File: src/rtl/digit_feature_grid_scan_pkg.sv
// Shared types and helpers for the per-character grid feature scanner.
package dfs_pkg;

  localparam int CW_DEF    = 12;
  localparam int CNT_W_DEF = 12;

  typedef enum logic [2:0] {
    ST_IDLE,
    ST_SETUP,
    ST_ARMED,
    ST_DRAIN,
    ST_PUBLISH
  } dfs_state_t;

  // Index width for n entries, never narrower than one bit.
  function automatic int clog2_min1(input int n);
    int r;
    r = 0;
    for (int i = 0; i < 31; i++) begin
      if ((1 << i) < n) r = i + 1;
    end
    return (r < 1) ? 1 : r;
  endfunction

endpackage

File: src/rtl/digit_feature_grid_scan_if.sv
// Result port toward the digit classifier: valid/ready plus the feature payload.
interface digit_feature_grid_scan_if #(
  parameter int GR = 3,
  parameter int GC = 3,
  parameter int NH = 2
);
  logic                 o_valid;
  logic                 o_ready;
  logic [GR*GC-1:0]     o_feature;
  logic [NH*GC-1:0]     o_hcross;
  logic [NH:0]          o_vcross;
  logic                 o_box_err;
  logic                 o_overrun;

  modport master (
    output o_valid, o_feature, o_hcross, o_vcross, o_box_err, o_overrun,
    input  o_ready
  );

  modport slave (
    input  o_valid, o_feature, o_hcross, o_vcross, o_box_err, o_overrun,
    output o_ready
  );
endinterface

File: src/rtl/digit_feature_grid_scan_div.sv
// Unsigned restoring divider, one quotient bit per cycle; done is a level held until the next start.
module seq_div_u
  import dfs_pkg::*;
#(
  parameter int W = 12
) (
  input  logic         clk,
  input  logic         rst_n,
  input  logic         start,
  input  logic [W-1:0] dividend,
  input  logic [W-1:0] divisor,
  output logic [W-1:0] quotient,
  output logic         done
);

  localparam int CNT_W = clog2_min1(W + 1);

  logic [W-1:0]     rem;
  logic [W:0]       trial;
  logic [CNT_W-1:0] steps;

  // quotient doubles as the dividend shift register
  always_comb trial = {rem, quotient[W-1]} - {1'b0, divisor};

  always_ff @(posedge clk or negedge rst_n) begin
    if (!rst_n) begin
      rem      <= '0;
      quotient <= '0;
      steps    <= '0;
      done     <= 1'b0;
    end else if (start) begin
      rem      <= '0;
      quotient <= dividend;
      steps    <= CNT_W'(W);
      done     <= 1'b0;
    end else if (steps != '0) begin
      steps <= steps - CNT_W'(1);
      if (!trial[W]) begin
        rem      <= trial[W-1:0];
        quotient <= {quotient[W-2:0], 1'b1};
      end else begin
        rem      <= {rem[W-2:0], quotient[W-1]};
        quotient <= {quotient[W-2:0], 1'b0};
      end
      if (steps == CNT_W'(1)) done <= 1'b1;
    end
  end

endmodule

File: src/rtl/digit_feature_grid_scan.sv
// Per-frame grid/crossing feature extractor for one segmented plate character.
//   state   | meaning
//   IDLE    | waiting for frame start (i_vs rise)
//   SETUP   | box latched, dividing and accumulating cell boundaries
//   ARMED   | counting stroke pixels until i_vs falls
//   DRAIN   | two cycles to flush the pixel pipeline
//   PUBLISH | copy results to outputs, clear accumulators
module digit_feature_grid_scan
  import dfs_pkg::*;
#(
  parameter int GR    = 3,
  parameter int GC    = 3,
  parameter int NH    = 2,
  parameter int CW    = CW_DEF,
  parameter int CNT_W = CNT_W_DEF
) (
  input  logic               clk,
  input  logic               rst_n,
  input  logic               i_vs,
  input  logic               i_de,
  input  logic [CW-1:0]      i_x,
  input  logic [CW-1:0]      i_y,
  input  logic               i_th,
  input  logic [CW-1:0]      char_up,
  input  logic [CW-1:0]      char_down,
  input  logic [CW-1:0]      char_left,
  input  logic [CW-1:0]      char_right,
  input  logic [NH*CW-1:0]   line_y,
  input  logic [CNT_W-1:0]   thresh,
  digit_feature_grid_scan_if.master res
);

  localparam int NCELL  = GR * GC;
  localparam int MAXG   = (GR > GC) ? GR : GC;
  localparam int COL_W  = clog2_min1(GC);
  localparam int CELL_W = clog2_min1(NCELL);
  localparam int SPAN_W = clog2_min1(NH + 1);
  localparam int TMR_W  = clog2_min1(CW + MAXG + 1);

  dfs_state_t state, state_nx;

  logic              vs_d;
  logic              vs_rise, vs_fall;
  logic [CW-1:0]     up_r, down_r, left_r, right_r;
  logic [CNT_W-1:0]  thresh_r;
  logic [CW-1:0]     line_r [NH];
  logic              box_err_r;
  logic [TMR_W-1:0]  setup_tmr;
  logic              drain_tmr;
  logic [CW-1:0]     colb [GC];
  logic [CW-1:0]     rowb [GR];

  logic [CW-1:0]     w, h, mid_x;
  logic              degen;
  logic              div_start, div_done_c, div_done_r;
  logic [CW-1:0]     qw, qh;
  logic              publish;

  int                col_i, row_i, span_i;
  logic              in_box, hit;
  logic [NH-1:0]     hline;

  logic              s1_hit, s1_mid;
  logic [CELL_W-1:0] s1_cell;
  logic [COL_W-1:0]  s1_col;
  logic [SPAN_W-1:0] s1_span;
  logic [NH-1:0]     s1_hline;

  logic [CNT_W-1:0]  cnt [NCELL];
  logic [NH*GC-1:0]  hcross_r;
  logic [NH:0]       vcross_r;
  logic [NCELL-1:0]  feat;

  logic              valid_q, box_err_q, overrun_q;
  logic [NCELL-1:0]  feature_q;
  logic [NH*GC-1:0]  hcross_q;
  logic [NH:0]       vcross_q;

  assign vs_rise = i_vs & ~vs_d;
  assign vs_fall = ~i_vs & vs_d;

  assign w     = right_r - left_r;
  assign h     = down_r - up_r;
  assign mid_x = left_r + {1'b0, w[CW-1:1]};
  assign degen = (right_r <= left_r) || (down_r <= up_r) ||
                 (w < CW'(GC)) || (h < CW'(GR));

  seq_div_u #(.W(CW)) u_div_col (
    .clk      (clk),
    .rst_n    (rst_n),
    .start    (div_start),
    .dividend (w),
    .divisor  (CW'(GC)),
    .quotient (qw),
    .done     (div_done_c)
  );

  seq_div_u #(.W(CW)) u_div_row (
    .clk      (clk),
    .rst_n    (rst_n),
    .start    (div_start),
    .dividend (h),
    .divisor  (CW'(GR)),
    .quotient (qh),
    .done     (div_done_r)
  );

  always_comb begin
    state_nx  = state;
    div_start = 1'b0;
    publish   = 1'b0;
    case (state)
      ST_IDLE:    if (vs_rise) state_nx = ST_SETUP;
      ST_SETUP: begin
        div_start = (setup_tmr == TMR_W'(CW + MAXG));
        if (vs_fall)                           state_nx = ST_IDLE;
        else if (degen || setup_tmr == '0)     state_nx = ST_ARMED;
      end
      ST_ARMED:   if (vs_fall) state_nx = ST_DRAIN;
      ST_DRAIN:   if (drain_tmr == 1'b0) state_nx = ST_PUBLISH;
      ST_PUBLISH: begin
        publish  = 1'b1;
        state_nx = ST_IDLE;
      end
      default:    state_nx = ST_IDLE;
    endcase
  end

  // vs_d resets high so a frame already in progress at reset release is not taken as a new one
  always_ff @(posedge clk or negedge rst_n) begin
    if (!rst_n) begin
      state     <= ST_IDLE;
      vs_d      <= 1'b1;
      up_r      <= '0;
      down_r    <= '0;
      left_r    <= '0;
      right_r   <= '0;
      thresh_r  <= '0;
      box_err_r <= 1'b0;
      setup_tmr <= '0;
      drain_tmr <= 1'b0;
      for (int k = 0; k < NH; k++) line_r[k] <= '0;
      for (int j = 0; j < GC; j++) colb[j] <= '0;
      for (int j = 0; j < GR; j++) rowb[j] <= '0;
    end else begin
      state <= state_nx;
      vs_d  <= i_vs;
      if (state == ST_IDLE && vs_rise) begin
        up_r      <= char_up;
        down_r    <= char_down;
        left_r    <= char_left;
        right_r   <= char_right;
        thresh_r  <= thresh;
        box_err_r <= 1'b0;
        setup_tmr <= TMR_W'(CW + MAXG);
        colb[0]   <= char_left;
        rowb[0]   <= char_up;
        for (int k = 0; k < NH; k++) line_r[k] <= line_y[k*CW +: CW];
      end
      if (state == ST_SETUP) begin
        if (setup_tmr != '0) setup_tmr <= setup_tmr - TMR_W'(1);
        if (degen) box_err_r <= 1'b1;
        // boundary k lands on the cycle where setup_tmr == MAXG-k, once the quotients are ready
        for (int j = 1; j < GC; j++)
          if (div_done_c && setup_tmr == TMR_W'(MAXG - j)) colb[j] <= colb[j-1] + qw;
        for (int j = 1; j < GR; j++)
          if (div_done_r && setup_tmr == TMR_W'(MAXG - j)) rowb[j] <= rowb[j-1] + qh;
      end
      if (state == ST_ARMED && vs_fall) drain_tmr <= 1'b1;
      else if (state == ST_DRAIN)       drain_tmr <= 1'b0;
    end
  end

  always_comb begin
    col_i  = 0;
    row_i  = 0;
    span_i = 0;
    hline  = '0;
    for (int j = 1; j < GC; j++) if (i_x >= colb[j]) col_i++;
    for (int j = 1; j < GR; j++) if (i_y >= rowb[j]) row_i++;
    for (int k = 0; k < NH; k++) begin
      hline[k] = (i_y == line_r[k]);
      if (line_r[k] >= up_r && line_r[k] <= down_r && line_r[k] <= i_y) span_i++;
    end
    in_box = (i_x >= left_r) && (i_x <= right_r) && (i_y >= up_r) && (i_y <= down_r);
    hit    = (state == ST_ARMED) && i_vs && i_de && i_th && !box_err_r && in_box;
  end

  always_ff @(posedge clk or negedge rst_n) begin
    if (!rst_n) begin
      s1_hit   <= 1'b0;
      s1_mid   <= 1'b0;
      s1_cell  <= '0;
      s1_col   <= '0;
      s1_span  <= '0;
      s1_hline <= '0;
    end else begin
      s1_hit   <= hit;
      s1_mid   <= (i_x == mid_x);
      s1_cell  <= CELL_W'(row_i * GC + col_i);
      s1_col   <= COL_W'(col_i);
      s1_span  <= SPAN_W'(span_i);
      s1_hline <= hline;
    end
  end

  always_ff @(posedge clk or negedge rst_n) begin
    if (!rst_n) begin
      for (int i = 0; i < NCELL; i++) cnt[i] <= '0;
      hcross_r <= '0;
      vcross_r <= '0;
    end else if (publish) begin
      for (int i = 0; i < NCELL; i++) cnt[i] <= '0;
      hcross_r <= '0;
      vcross_r <= '0;
    end else if (s1_hit) begin
      for (int i = 0; i < NCELL; i++)
        if (s1_cell == CELL_W'(i) && cnt[i] != '1) cnt[i] <= cnt[i] + CNT_W'(1);
      for (int k = 0; k < NH; k++)
        for (int c = 0; c < GC; c++)
          if (s1_hline[k] && s1_col == COL_W'(c)) hcross_r[k*GC + c] <= 1'b1;
      for (int s = 0; s <= NH; s++)
        if (s1_mid && s1_span == SPAN_W'(s)) vcross_r[s] <= 1'b1;
    end
  end

  always_comb begin
    feat = '0;
    for (int i = 0; i < NCELL; i++) feat[i] = (cnt[i] >= thresh_r);
  end

  always_ff @(posedge clk or negedge rst_n) begin
    if (!rst_n) begin
      valid_q   <= 1'b0;
      feature_q <= '0;
      hcross_q  <= '0;
      vcross_q  <= '0;
      box_err_q <= 1'b0;
      overrun_q <= 1'b0;
    end else if (publish) begin
      valid_q   <= 1'b1;
      feature_q <= box_err_r ? '0 : feat;
      hcross_q  <= hcross_r;
      vcross_q  <= vcross_r;
      box_err_q <= box_err_r;
      if (valid_q && !res.o_ready) overrun_q <= 1'b1;
    end else if (valid_q && res.o_ready) begin
      valid_q <= 1'b0;
    end
  end

  assign res.o_valid   = valid_q;
  assign res.o_feature = feature_q;
  assign res.o_hcross  = hcross_q;
  assign res.o_vcross  = vcross_q;
  assign res.o_box_err = box_err_q;
  assign res.o_overrun = overrun_q;

endmodule

File: src/flat_wrapper.sv
// flat-port wrapper written by rule: the top's interface ports become plain ports
module digit_feature_grid_scan_flat import dfs_pkg::*;
#(
  parameter int GR    = 3,
  parameter int GC    = 3,
  parameter int NH    = 2,
  parameter int CW    = CW_DEF,
  parameter int CNT_W = CNT_W_DEF
)
  (clk, rst_n, i_vs, i_de, i_x, i_y, i_th, char_up, char_down, char_left, char_right, line_y, thresh, res_o_valid, res_o_feature, res_o_hcross, res_o_vcross, res_o_box_err, res_o_overrun, res_o_ready);
  digit_feature_grid_scan_if #(.GR(GR), .GC(GC), .NH(NH)) res_i ();
  input  logic clk;
  input  logic rst_n;
  input  logic i_vs;
  input  logic i_de;
  input  logic [CW-1:0] i_x;
  input  logic [CW-1:0] i_y;
  input  logic i_th;
  input  logic [CW-1:0] char_up;
  input  logic [CW-1:0] char_down;
  input  logic [CW-1:0] char_left;
  input  logic [CW-1:0] char_right;
  input  logic [NH*CW-1:0] line_y;
  input  logic [CNT_W-1:0] thresh;
  output wire logic [$bits(res_i.o_valid)-1:0] res_o_valid;
  output wire logic [$bits(res_i.o_feature)-1:0] res_o_feature;
  output wire logic [$bits(res_i.o_hcross)-1:0] res_o_hcross;
  output wire logic [$bits(res_i.o_vcross)-1:0] res_o_vcross;
  output wire logic [$bits(res_i.o_box_err)-1:0] res_o_box_err;
  output wire logic [$bits(res_i.o_overrun)-1:0] res_o_overrun;
  input wire logic [$bits(res_i.o_ready)-1:0] res_o_ready;
  assign res_o_valid = res_i.o_valid;
  assign res_o_feature = res_i.o_feature;
  assign res_o_hcross = res_i.o_hcross;
  assign res_o_vcross = res_i.o_vcross;
  assign res_o_box_err = res_i.o_box_err;
  assign res_o_overrun = res_i.o_overrun;
  assign res_i.o_ready = res_o_ready;
  digit_feature_grid_scan #(.GR(GR), .GC(GC), .NH(NH), .CW(CW), .CNT_W(CNT_W)) u_core (.clk(clk), .rst_n(rst_n), .i_vs(i_vs), .i_de(i_de), .i_x(i_x), .i_y(i_y), .i_th(i_th), .char_up(char_up), .char_down(char_down), .char_left(char_left), .char_right(char_right), .line_y(line_y), .thresh(thresh), .res(res_i));
endmodule
File: config.mk
export PLATFORM = sky130hd
export DESIGN_NAME = digit_feature_grid_scan_flat
export DESIGN_NICKNAME = d
export VERILOG_FILES = /design/src/rtl/digit_feature_grid_scan_pkg.sv /design/src/rtl/digit_feature_grid_scan_if.sv /design/src/rtl/digit_feature_grid_scan_div.sv /design/src/rtl/digit_feature_grid_scan.sv /design/src/flat_wrapper.sv
export SDC_FILE = /design/constraint.sdc
export NUM_CORES = 1
export LEC_CHECK = 0
export ABC_AREA = 1
export BUFFER_PORTS_ARGS = -buffer_cell sky130_fd_sc_hd__buf_2
export CAP_MARGIN = 5
export CORE_MARGIN = 4
export CORE_UTILIZATION = 40
export DETAILED_ROUTE_END_ITERATION = 10
export PLACE_DENSITY = 0.55
export SYNTH_ARGS = -nofsm -noshare
export SYNTH_HDL_FRONTEND = slang
export SYNTH_SLANG_ARGS = --single-unit
File: constraint.sdc
create_clock -name clk -period 4.1 [get_ports clk]
set_input_delay 0.41 -clock clk [delete_from_list [all_inputs] [get_ports clk]]
set_output_delay 0.41 -clock clk [all_outputs]
set_load 0.01 [all_outputs]
Yosys cells after proc, flatten, opt, wreduce, memory -nomap -nowiden
Cells that the tools add are included.
{"block": "classes", "add_sub_neg": 25, "eq_ne": 37, "reduce_logical": 103, "div": 0, "mul": 1, "n_bitwise": 4, "n_lt_le_gt_ge": 27, "shift": 0, "muxes": 71}
{"op": "$mux 12", "count": 19}
{"op": "$mux 108", "count": 2}
{"op": "$ge 12x12->1", "count": 17}
{"op": "$add 12x1->12 const B", "count": 9}
{"op": "$ne 12x12->1 const B", "count": 9}
{"op": "$le 12x12->1", "count": 8}
{"op": "$reduce_and 2->1", "count": 25}
{"op": "$reduce_bool 2->1", "count": 25}
{"op": "$add 12x12->12", "count": 4}
{"op": "$logic_and 1x1->1", "count": 38}
{"op": "$eq 12x12->1", "count": 3}
{"op": "$mul 32x3->4 const B", "count": 1}
{"op": "$mux 32", "count": 1}
{"op": "$mux 1", "count": 29}
{"op": "$mux 4", "count": 7}
{"op": "$sub 13x2->13 const B", "count": 2}
{"op": "$lt 12x2->1 const B", "count": 2}
{"op": "$sub 12x12->12", "count": 2}
{"op": "$mux 3", "count": 7}
{"op": "$eq 4x1->1 const B", "count": 4}
{"op": "$eq 4x3->1 const B", "count": 4}
{"op": "$add 12x11->12", "count": 1}
{"op": "$eq 4x2->1 const B", "count": 3}
{"op": "$mux 6", "count": 2}
{"op": "24 further kinds", "count": 44}
{"block": "totals", "out_inout_bits": 21, "ff_bits": 350, "latch_bits": 0, "mem_bits_ro": 0, "memories": 0, "ram_bits": 0, "elab_cells": 322}

Longest topological paths before layout
{"block": "logic_depth", "word_depth": 8, "mapped_depth": 26, "mapped_depth_nobuf": 26}

By module
A second synthesis with hierarchy kept.
{"block": "hier_totals", "hier_cells": 3639, "hier_area_um2": 27405.0}
{"mod": "digit_feature_grid_scan", "cells_each": 3023, "n_inst": 1, "area_per_inst_um2": 22818.1}
{"mod": "seq_div_u", "cells_each": 308, "n_inst": 2, "area_per_inst_um2": 2293.4}

Least setup slack after synthesis
Ideal clock, no wire load.
{"block": "synth_timing", "path_kind": "flip-flop to flip-flop", "start": "reg u_core.right_r[0]", "end": "reg u_core.s1_mid", "period_less_slack_ns": 2.930, "required_ns": 4.029, "stages_incl_launch_ff": 26, "setup_slack_ns": 1.170, "setup_ns": 0.071, "arrival_ns": 2.859, "cell_sequence": "dfrtp_1 > inv_1 > ha_1 > inv_1 > fa_1 > nand2_1 > nand2_1 > and2_1 > xor2_1 > inv_1 > ha_1 > a21oi_1 > nand2_1 > nand3_1 > nand2_1 > nand2_1 > nand2_1 > nand2_1 > nand2_1 > inv_1 > nand2_1 > nand3_1 > nand3_1 > nor2_1 > nand2_1 > nor2_1"}
{"block": "synth_between", "elab_chain_cells": 3}
{"item": "from (decl)", "line_no": "digit_feature_grid_scan.sv:44", "rtl": "logic [CW-1:0] up_r, down_r, left_r, right_r;"}
{"item": "from (signal assigned)", "line_no": "digit_feature_grid_scan.sv:152", "rtl": "right_r <= char_right;"}
{"item": "$sub 12x12->12", "line_no": "digit_feature_grid_scan.sv:82", "rtl": "assign w = right_r - left_r;"}
{"item": "$add 12x11->12", "line_no": "digit_feature_grid_scan.sv:84", "rtl": "assign mid_x = left_r + {1'b0, w[CW-1:1]};"}
{"item": "$eq 12x12->1", "line_no": "digit_feature_grid_scan.sv:199", "rtl": "s1_mid <= (i_x == mid_x);"}
{"item": "to (signal assigned)", "line_no": "digit_feature_grid_scan.sv:199"}
{"item": "to (decl)", "line_no": "digit_feature_grid_scan.sv:63", "rtl": "logic s1_hit, s1_mid;"}
Every way passes these cells.
A chain may end at the register's enable or synchronous reset.

Worst setup path after layout
{"block": "layout_timing", "start": "reg u_core.left_r[0]", "end": "reg u_core.s1_mid"}
{"block": "layout_between", "elab_chain_cells": 3}
{"item": "from (decl)", "line_no": "digit_feature_grid_scan.sv:44"}
{"item": "from (signal assigned)", "line_no": "digit_feature_grid_scan.sv:151", "rtl": "left_r <= char_left;"}
{"item": "$sub 12x12->12", "line_no": "digit_feature_grid_scan.sv:82"}
{"item": "$add 12x11->12 *", "line_no": "digit_feature_grid_scan.sv:84"}
{"item": "$eq 12x12->1 *", "line_no": "digit_feature_grid_scan.sv:199"}
Every way passes the cells marked *; elsewhere a longest branch is shown, timed or not.

==> load_flow_metrics.sql <==
INSERT INTO impl_metrics (metric_group, metric, value, unit) VALUES
('outcome', 'outcome', 'completed', ''),
('setup_path', 'buf_inv_on_cp', '2', ''),
('timing', 'timing.final.ws_setup', '0.689', 'ns'),
('setup_path', 'worst_setup_path_type', 'reg2reg', ''),
('power_and_ir_drop', 'ir_drop_worst_vdd', '0.393', 'mV'),
('clock_network', 'insertion_delay', '0.58', 'ns'),
('clock_network', 'ctsHtreeMaxLevel', '2', ''),
('final_layout', 'antenna_cells', '0', ''),
('setup_path', 'required', '4.61', 'ns'),
('logic_synthesis', 'synth-seq-area-share', '0.342', ''),
('logic_synthesis', 'synthFlopType', 'dfrtp_1', ''),
('setup_path', 'rr_endpoint', 'u_core.s1_mid$_DFF_PN0_', ''),
('floorplanning', 'core_area', '0.0632', 'mm²'),
('setup_path', 'timing.reg2reg.worst_path_depth', '22', ''),
('grt', 'grt-ovfl-total', '0', ''),
('timing', 'min_period_over_period', '0.832', ''),
('power_and_ir_drop', 'power.leakage', '14.3', 'nW'),
('logic_synthesis', 'mappedNetlistNets', '3759', ''),
('clock_network', 'cts-root-to-sink-buffers', '3', ''),
('logic_synthesis', 'ys_ff_latch', '350', ''),
('setup_path', 'cp_slowest_stage_delay', '0.44', 'ns'),
('timing', 'worst_slew_pin_slew', '1.23', 'ns'),
('floorplanning', 'design.die.area', '0.0681', 'mm²'),
('setup_path', 'setup.worst_path.start_class', 'register', ''),
('final_layout', 'synthToLayoutAreaGrowth', '13.0', '%'),
('setup_path', 'critical_path.top_delay_family', 'simple AND/OR/NAND/NOR gates', ''),
('setup_path', 'worst-r2r-setup-slack', '0.69', 'ns'),
('min_path', 'holdCritPathClass', 'in2reg', ''),
('setup_path', 'cp_max_fo', '5', ''),
('detailed_routing', 'vias', '22700', ''),
('job', 'max_cap_viol_count', '0', ''),
('power_and_ir_drop', 'power.density_cell_area', '760', 'mW/mm²'),
('logic_synthesis', 'edff_count_synth', '0', ''),
('clock_network', 'cts-buffers-inserted', '44', ''),
('logic_synthesis', 'yosys.area.top_type_share', '0.341', ''),
('detailed_routing', 'antenna_violating_nets_post_route', '0', ''),
('detailed_routing', 'detail_route.wl_per_cell', '17.5', 'µm'),
('detailed_routing', 'firstDrtPassIters', '5', ''),
('logic_synthesis', 'synthTopCellsByArea', 'dfrtp_1, ha_1, nand2_1', ''),
('detailed_routing', 'route.final.wire_length', '75.0', 'mm'),
('grt', 'antenna_found_initial', '0', ''),
('floorplanning', 'die-width', '261', 'µm'),
('setup_path', 'endpoint_kind', 'register', ''),
('logic_synthesis', 'synth.lib_cells_used.distinct', '56', ''),
('clock_network', 'post_cts_buffers', '0', ''),
('logic_synthesis', 'synthDominantAreaCellType', 'dfrtp_1', ''),
('logic_synthesis', 'synth-async-reset-ratio', '1.00', ''),
('logic_synthesis', 'area_of_the_mapped_netlist', '0.0256', 'mm²'),
('clock_network', 'cts-resized-gates', '0', ''),
('timing', 'setup_repair_after_global_routing_missed_its_margin', 'no', ''),
('floorplanning', 'boundaryPins', '135', ''),
('setup_path', 'crit_path_cell_trace', 'ha_1, inv_1, fa_1, nand2_1, nand2_1, and2_1, xor2_1, inv_1, ha_1, a21oi_1, nand2_1, nand3_1, nand3_1, nand3_1, nand3_1, nor2_1, nand2_1, nor2_1, nand3_1, nor2_1, nand2_1, nor2_1', ''),
('detailed_routing', 'detail_route.drc_violations', '0', ''),
('timing', 'finalSetupViolations', '0', ''),
('floorplanning', 'die_h', '261', 'µm'),
('detailed_routing', 'vias_per_cell', '5.29', ''),
('timing', 'layout_min_cycle_time', '3.41', 'ns'),
('timing', 'fmax', '293', 'MHz'),
('logic_synthesis', 'synthTopCellsByCount', 'nand2_1, inv_1, ha_1', ''),
('place', 'place_worst_setup_slack', '0.656', 'ns'),
('final_layout', 'share_of_final_layout_standard_cells_stronger_than_drive_strength_1', '0.0823', ''),
('grt', 'first_global_vias', '22400', ''),
('clock_network', 'root_buffer', 'clkbuf_16', ''),
('grt', 'grt_pass1_wl', '120', 'mm'),
('timing', 'timing.final.hold_violations', '0', ''),
('clock_network', 'tritoncts', 'done', ''),
('logic_synthesis', 'post-synth-top-count-cell', 'nand2_1', ''),
('setup_path', 'setup.worst_path.start', 'u_core.left_r[0]$_DFFE_PN0P_', ''),
('timing', 'totalNegativeSetupSlack', '0', 'ns'),
('detailed_routing', 'drt_iter0_drc', '1330', ''),
('setup_path', 'worst_ep_arrival_time', '3.92', 'ns');
-- cells by family after synthesis --
kind of cell,synth area share
AOI/OAI and AO/OA,0.152
xor gates and xnor gates,0.0250
adders and majority gates,0.193
buffers and inverters,0.0774
DFF,0.342
muxes,0.000440
and+or+nand+nor,0.210
-- tightest hold or removal path, cell delays in order --
cell and delay (ns):
buf_2 0.07, nand2_1 0.04, nand2_1 0.05
-- how the worst min path moves through the flow --
stage	from	to	slack, ns	cells past startpoint
2_1_floorplan	rst_n	u_core.box_err_r$_DFF_PN0_	0.11	0
3_3_place_gp	u_core.res.o_overrun$_DFFE_PN0P_	u_core.res.o_overrun$_DFFE_PN0P_	0.44	2
3_5_place_dp	u_core.res.o_overrun$_DFFE_PN0P_	u_core.res.o_overrun$_DFFE_PN0P_	0.46	2
4_1_cts	char_up[4]	u_core.up_r[4]$_DFFE_PN0P_	0.0007	3
5_1_grt	char_up[4]	u_core.up_r[4]$_DFFE_PN0P_	0.03	3
6_report	thresh[0]	u_core.thresh_r[0]$_DFFE_PN0P_	0.04	3
-- layout make-up --
class	count	area [µm²]	area share
well taps	846	1060	0.0366
repair buffers	160	938	0.0325
flip-flops and latches	350	8760	0.303
multi-input cells	2386	14900	0.514
clock buffers	64	1330	0.0459
inverters	463	1740	0.0601
clock inverters	16	238	0.00822
-- metal layers --
| layer | GRT usage | wire length [µm] | vias up |
|---|---|---|---|
| li1 | - | - | 11300 |
| met5 | 0 | 0 | - |
| met2 | 0.362 | 34300 | 548 |
| met3 | 0.0309 | 3770 | 115 |
| met4 | 0.0740 | 2540 | 0 |
| met1 | 0.299 | 34400 | 10700 |
-- per-stage QoR --
step	power, mW	std cells	hold slack, ns	utilization	cell area [µm²]
6_report	22.0	4285	0.0364	0.458	28900
5_1_grt	24.2	4285	0.0274	0.458	28900
4_1_cts	22.1	4285	0.000654	0.458	28900
3_5_place_dp	17.7	4195	0.459	0.431	27200
3_3_place_gp	17.4	4195	0.444	0.431	27200
2_1_floorplan	14.2	3256	0.114	-	25600
-- flip-flops by register name, summed over array words and instances (netlist names), 6 cells and up --
| register | cells |
|---|---|
| u_core.colb | 24 |
| u_core.res.o_hcross | 6 |
| u_core.res.o_feature | 9 |
| u_core.down_r | 12 |
| u_core.left_r | 12 |
| u_core.line_r | 24 |
| u_core.cnt | 108 |
| u_core.u_div_col.quotient | 12 |
| u_core.rowb | 24 |
| u_core.up_r | 12 |
| u_core.right_r | 12 |
| u_core.u_div_row.rem | 12 |
| u_core.hcross_r | 6 |
| u_core.u_div_row.quotient | 12 |
| u_core.u_div_col.rem | 12 |
| u_core.thresh_r | 12 |
-- cells in the final DEF (no fill, tap or decap), types with 52 or more instances in the layout --
cell type  Yosys  routed
nand2_1      717     717
inv_1        451     451
ha_1         381     381
dfrtp_1      349     349
a21oi_1      231     231
o21ai_0      230     230
nor2_1       181     181
nand3_1      151     151
buf_2         17     133
nor3_1        77      76
xor2_1        56      56
nand4_1       52      52
-- power by group --
group | internal [mW] | leakage, nW | switching (mW)
sequential | 4.47 | 4.56 | 1.06
combinational | 4.49 | 8.94 | 7.74
clock | 2.62 | 0.780 | 1.60
total | 11.6 | 14.3 | 10.4
(Power assumes the default switching activity.)
